[src/rtl/pipeline_ctrl.sv]
// Front-end sequencer: owns the fetch PC and steers the IF/ID and ID/EX pipeline registers
// around data-memory holds, decode hazards, taken branches and instruction-memory misses.
module pipeline_ctrl #(
    parameter logic [31:0] RESET_PC     = 32'h0000_0000,
    parameter logic [3:0]  MAX_STALL    = 4'd8,
    parameter logic [1:0]  FLUSH_CYCLES = 2'd1
) (
    input  logic        i_clk,
    input  logic        i_rst,
    input  logic        i_hazard_stall,
    input  logic        i_b_taken,
    input  logic [31:0] i_b_pc,
    input  logic        i_imem_ready,
    input  logic        i_dmem_busy,
    output logic [31:0] pc,
    output logic        if_id_en,
    output logic        if_id_flush,
    output logic        id_ex_bubble,
    output logic        pipe_hold,
    output logic        stall_err,
    output logic [1:0]  state
);

    typedef enum logic [1:0] {
        ST_BOOT  = 2'd0,
        ST_RUN   = 2'd1,
        ST_STALL = 2'd2,
        ST_FLUSH = 2'd3
    } state_e;

    state_e      state_q, state_d;
    logic [31:0] pc_q, pc_d;
    logic [3:0]  stall_cnt_q, stall_cnt_d;
    logic [1:0]  flush_cnt_q, flush_cnt_d;
    logic        stall_err_q, stall_err_d;
    logic [4:0]  stall_inc_s;

    // State register with asynchronous active-low reset
    always_ff @(posedge i_clk or negedge i_rst) begin
        if (!i_rst) begin
            state_q     <= ST_BOOT;
            pc_q        <= RESET_PC;
            stall_cnt_q <= 4'd0;
            flush_cnt_q <= 2'd0;
            stall_err_q <= 1'b0;
        end else begin
            state_q     <= state_d;
            pc_q        <= pc_d;
            stall_cnt_q <= stall_cnt_d;
            flush_cnt_q <= flush_cnt_d;
            stall_err_q <= stall_err_d;
        end
    end

    // Next-state and pipeline-control decode; request priority is fixed by the nesting order
    always_comb begin
        state_d      = state_q;
        pc_d         = pc_q;
        stall_cnt_d  = stall_cnt_q;
        flush_cnt_d  = flush_cnt_q;
        stall_err_d  = stall_err_q;
        if_id_en     = 1'b0;
        if_id_flush  = 1'b0;
        id_ex_bubble = 1'b0;
        pipe_hold    = 1'b0;
        stall_inc_s  = {1'b0, stall_cnt_q} + 5'd1;

        case (state_q)
            ST_BOOT: begin
                if_id_en    = 1'b1;
                if_id_flush = 1'b1;
                state_d     = ST_RUN;
            end
            ST_RUN, ST_STALL: begin
                if (i_dmem_busy) begin
                    pipe_hold = 1'b1;
                end else if (i_hazard_stall) begin
                    // Branch operands are stale while stalled, so a concurrent i_b_taken is dropped
                    id_ex_bubble = 1'b1;
                    state_d      = ST_STALL;
                    if (stall_cnt_q == 4'd15) begin
                        stall_cnt_d = 4'd15;
                    end else begin
                        stall_cnt_d = stall_cnt_q + 4'd1;
                    end
                    if (stall_inc_s == {1'b0, MAX_STALL}) begin
                        stall_err_d = 1'b1;
                    end else begin
                        stall_err_d = stall_err_q;
                    end
                end else begin
                    stall_cnt_d = 4'd0;
                    if_id_en    = 1'b1;
                    if (i_b_taken) begin
                        if_id_flush = 1'b1;
                        pc_d        = {i_b_pc[31:2], 2'b00};
                        if (FLUSH_CYCLES == 2'd1) begin
                            state_d = ST_RUN;
                        end else begin
                            state_d     = ST_FLUSH;
                            flush_cnt_d = FLUSH_CYCLES - 2'd1;
                        end
                    end else if (!i_imem_ready) begin
                        if_id_flush = 1'b1;
                        state_d     = ST_RUN;
                    end else begin
                        pc_d    = pc_q + 32'd4;
                        state_d = ST_RUN;
                    end
                end
            end
            ST_FLUSH: begin
                if (i_dmem_busy) begin
                    pipe_hold = 1'b1;
                end else begin
                    if_id_en    = 1'b1;
                    if_id_flush = 1'b1;
                    if (i_imem_ready) begin
                        pc_d = pc_q + 32'd4;
                    end else begin
                        pc_d = pc_q;
                    end
                    // A zero count can only come from a corrupted register; leave FLUSH rather than lock up
                    if (flush_cnt_q <= 2'd1) begin
                        flush_cnt_d = 2'd0;
                        state_d     = ST_RUN;
                    end else begin
                        flush_cnt_d = flush_cnt_q - 2'd1;
                        state_d     = ST_FLUSH;
                    end
                end
            end
            default: begin
                state_d = ST_BOOT;
            end
        endcase
    end

    assign pc        = pc_q;
    assign state     = state_q;
    assign stall_err = stall_err_q;

endmodule
[config.mk]
export PLATFORM = sky130hd
export DESIGN_NAME = pipeline_ctrl
export DESIGN_NICKNAME = d
export VERILOG_FILES = /design/src/rtl/pipeline_ctrl.sv
export SDC_FILE = /design/constraint.sdc
export NUM_CORES = 1
export LEC_CHECK = 0
export BUFFER_PORTS_ARGS = -buffer_cell sky130_fd_sc_hd__buf_2
export CORE_MARGIN = 3
export CORE_UTILIZATION = 52
export CTS_CLUSTER_DIAMETER = 50
export DETAILED_ROUTE_END_ITERATION = 8
export PLACE_DENSITY = 0.89
export SLEW_MARGIN = 5
export SYNTH_ARGS = -nofsm -noshare
export SYNTH_HDL_FRONTEND = slang
export SYNTH_SLANG_ARGS = --single-unit
[constraint.sdc]
create_clock -name i_clk -period 2.15 [get_ports i_clk]
set_input_delay 0.1075 -clock i_clk [delete_from_list [all_inputs] [get_ports i_clk]]
set_output_delay 0.1075 -clock i_clk [all_outputs]
set_load 0.01 [all_outputs]
==> results by group <==
Outcome
  • Status: finished, final reports clean

Floorplanning
  • Die ar.: 0.00568 sq mm
  • Die Height: 75.4 um
  • Initial Utilization: between 50% and 60%
  • Core Area: 0.00450 sq mm
  • Chip width: 75.4 um
  • Row count: 24
  • I/O Pins: 77

Hold path
  • Hold Crit Class: in2reg
  • Hold Startpoint: i_b_pc[23]

Power and ir drop
  • PwrDens: around 1400 mW/mm^2
  • Worst vdd ir: 673 uV
  • Total Power Consumption: about 4.4 mW
  • Leakage: 1.35 nW

Global routing
  • GRT overflow: 0
  • Global-route wire length before repair: approximately 11,000 um
  • Largest net degree at the start of global routing: 52
  • Antenna violations before repair: 0
  • Gr usage total: around a quarter
  • Vias in the first global route: between 2,000 and 3,000

Logic synthesis
  • Yosys warns: 0
  • Ys flop type: dfrtp_1
  • Post-synthesis cell count: about 310
  • Post-synth top area share: 39.0%
  • Most frequent cell after synthesis: dfrtp_1
  • Post-synth EDFFs: 0
  • Commonest cells post-synth: 39 x dfrtp_1, 37 x a21oi_1, 33 x nand2_1
  • Post-synth ARST share: 100%
  • Yosys top cell by area: dfrtp_1
  • Count of different cell masters after synthesis: 45
  • Syn Std Cell Area: roughly 0.0025 sq mm
  • Average cell area after synthesis: 8.10 sq um
  • Ranking of synthesized cells by area: dfrtp_1 39%, a21oi_1 7.4%, o21ai_0 5.2%, nand2_1 4.9%, nand3_1 4.6%
  • Register area share after synthesis: between 30% and 40%
  • #FFs+latches synth: 39

Worst setup path
  • Critical path fanouts, max: 7
  • Arrival time at the worst endpoint: 1910 ps
  • CP startpoint kind: register
  • Crit Path Category: reg2out
  • Worst reg2reg path startpoint: state[0]
  • Critical path startpoint: state[1]
  • CP Capture Type: output pin
  • WP data required: 2040 ps

Clocking
  • TritonCTS Buffers: 5
  • CTS root buf: clkbuf_8
  • Worst-Skew Late Latency: 300 ps
  • H-tree levels: 2
  • CTS tree: yes
  • Clock transition at path regs: roughly 80 ps
  • CTS max path bufs: 2
  • CTS Sinks: 39
  • Setup Fix Bufs, Post-CTS: 0

Detailed routing
  • Detailed Routing Iterations Pass 1: 5
  • DR iter-0 viols: 323
  • Post-route ant nets: 0
  • Total Wirelength: 7080 um
  • Wire length per cell: 16.4 um
  • Via-to-Cell Ratio: roughly 6.4
  • DRC errors left: 0
  • Vias: 2,752

Finish
  • Post-route cell area: around 0.0031 sq mm
  • Area of the multi-input gates: ~0.0014 sq mm
  • Fillers: roughly 360
  • Register Area: just under 0.001 sq mm
  • Final core utilization: 68.3%
  • Area growth, synth to finish: 22.9%
  • Finished Layout Cells: 433
  • # nets final: roughly 420
  • ANT cells: 0
  • Share of layout cells above drive strength 1: 27.0%

STA
  • Max transition margin: 40.7%
  • Max Clock Freq: 496 MHz
  • Slew Limit Fails: 0
  • Worst Skew: 9.33 ps
  • Minimum period implied by the final worst setup slack: between 2000 and 2500 ps
  • Part of the cycle the worst path needs: about 94%
  • Slew @ Worst Pin: approximately 900 ps
  • Final TNS setup: 0 ps
  • Final setup fails: 0
  • RSZ-0062 raised after global routing: false
  • Hold Fails Final Rpt: 0

Placed design
  • Final HPWL DP: 5060 um
  • GPL Wtd Cong: between 0.8 and 0.9
  • Placed inst area: a little under 0.003 sq mm
  • PortBufs: 72
  • Post-Place Cells: 424

Run
  • Max Cap Viol: 0
## per-layer routing
layer	vias to the layer above	part of all wire [%]	track usage [%]
li1	1296	-	-
met4	0	1.5	10.3
met5	-	0	0
met2	123	50	42.4
met3	16	7.8	6.33
met1	1317	41	32.1
## cells in the final DEF (no fill, tap or decap), types with 4 or more instances in the layout
master	instances
nor3_1	5
a2bb2oi_1	10
o21ai_0	25
nand4_1	8
ha_1	5
nor2b_1	4
inv_1	6
or3_1	4
and3_1	4
nand3_1	23
nand2b_1	8
clkbuf_8	6
nand2_1	33
a21oi_1	37
o22ai_1	13
dfrtp_1	39
buf_2	72
buf_4	11
nor2_1	20
## sequential cells by signal, summed over array words and instances, names as in the netlist
register	cells
flush_cnt_q	2
pc	30
stall_cnt_q	4
stall_err	1
state	2
## layout make-up
type | instances | area share (%)
Clock buffer | 6 | 2.68
Multi-Input combinational cell | 243 | 46.3
Tap cell | 52 | 2.11
Clock inverter | 2 | 1.14
Sequential cell | 39 | 31.7
Inverter | 6 | 0.732
Timing Repair Buffer | 85 | 15.4
## critical path: stages (launching register included)
cell and delay [ps]:
dfrtp_1 400, inv_1 60, ha_1 290, buf_4 140, nand2b_1 150, o311ai_0 360
buf_2 200
## stage by stage
step	hold slack (ps)	setup slack [ps]
after global placement	291	118
final	6.79	134
after CTS	5.92	19.7
after global routing	3.05	1.31
after detailed placement	292	49.9
after floorplan	-188	151
## power breakdown
| part | internal [mW] | leakage (nW) | switching (mW) |
|---|---|---|---|
| logic | 0.944 | 0.826 | 1.35 |
| clock network | 0.376 | 0.0612 | 0.275 |
| registers | 1.06 | 0.460 | 0.433 |
## final timing paths
| kind | endpoint | slack (ps) | cells past startpoint |
|---|---|---|---|
| min in group asynchronous | pc[29] | 470 | 2 |
| worst min-delay path | pc[23] | 7 | 3 |
| worst max-delay path | if_id_flush | 130 | 6 |
| worst max register to register | pc[23] | 150 | 7 |
| max in group asynchronous | pc[4] | 1130 | 2 |
| worst min register to register | stall_err | 470 | 1 |
## logic make-up after synthesis
logic type	Yosys count	share of synthesized area, %
compound gates	106	25.9
flops	39	39.0
simple gates	128	27.0
buf+inv	28	4.60
other cells	1	0.150
mux	2	0.850
fa+ha+maj	5	2.50
## what timing repair did
item,in CTS,in global routing
gates resized for setup,0,2
endpoints found under the hold margin,39,0
setup endpoints to repair,0,16
hold buffers,1,0
(Power assumes the default switching activity.)
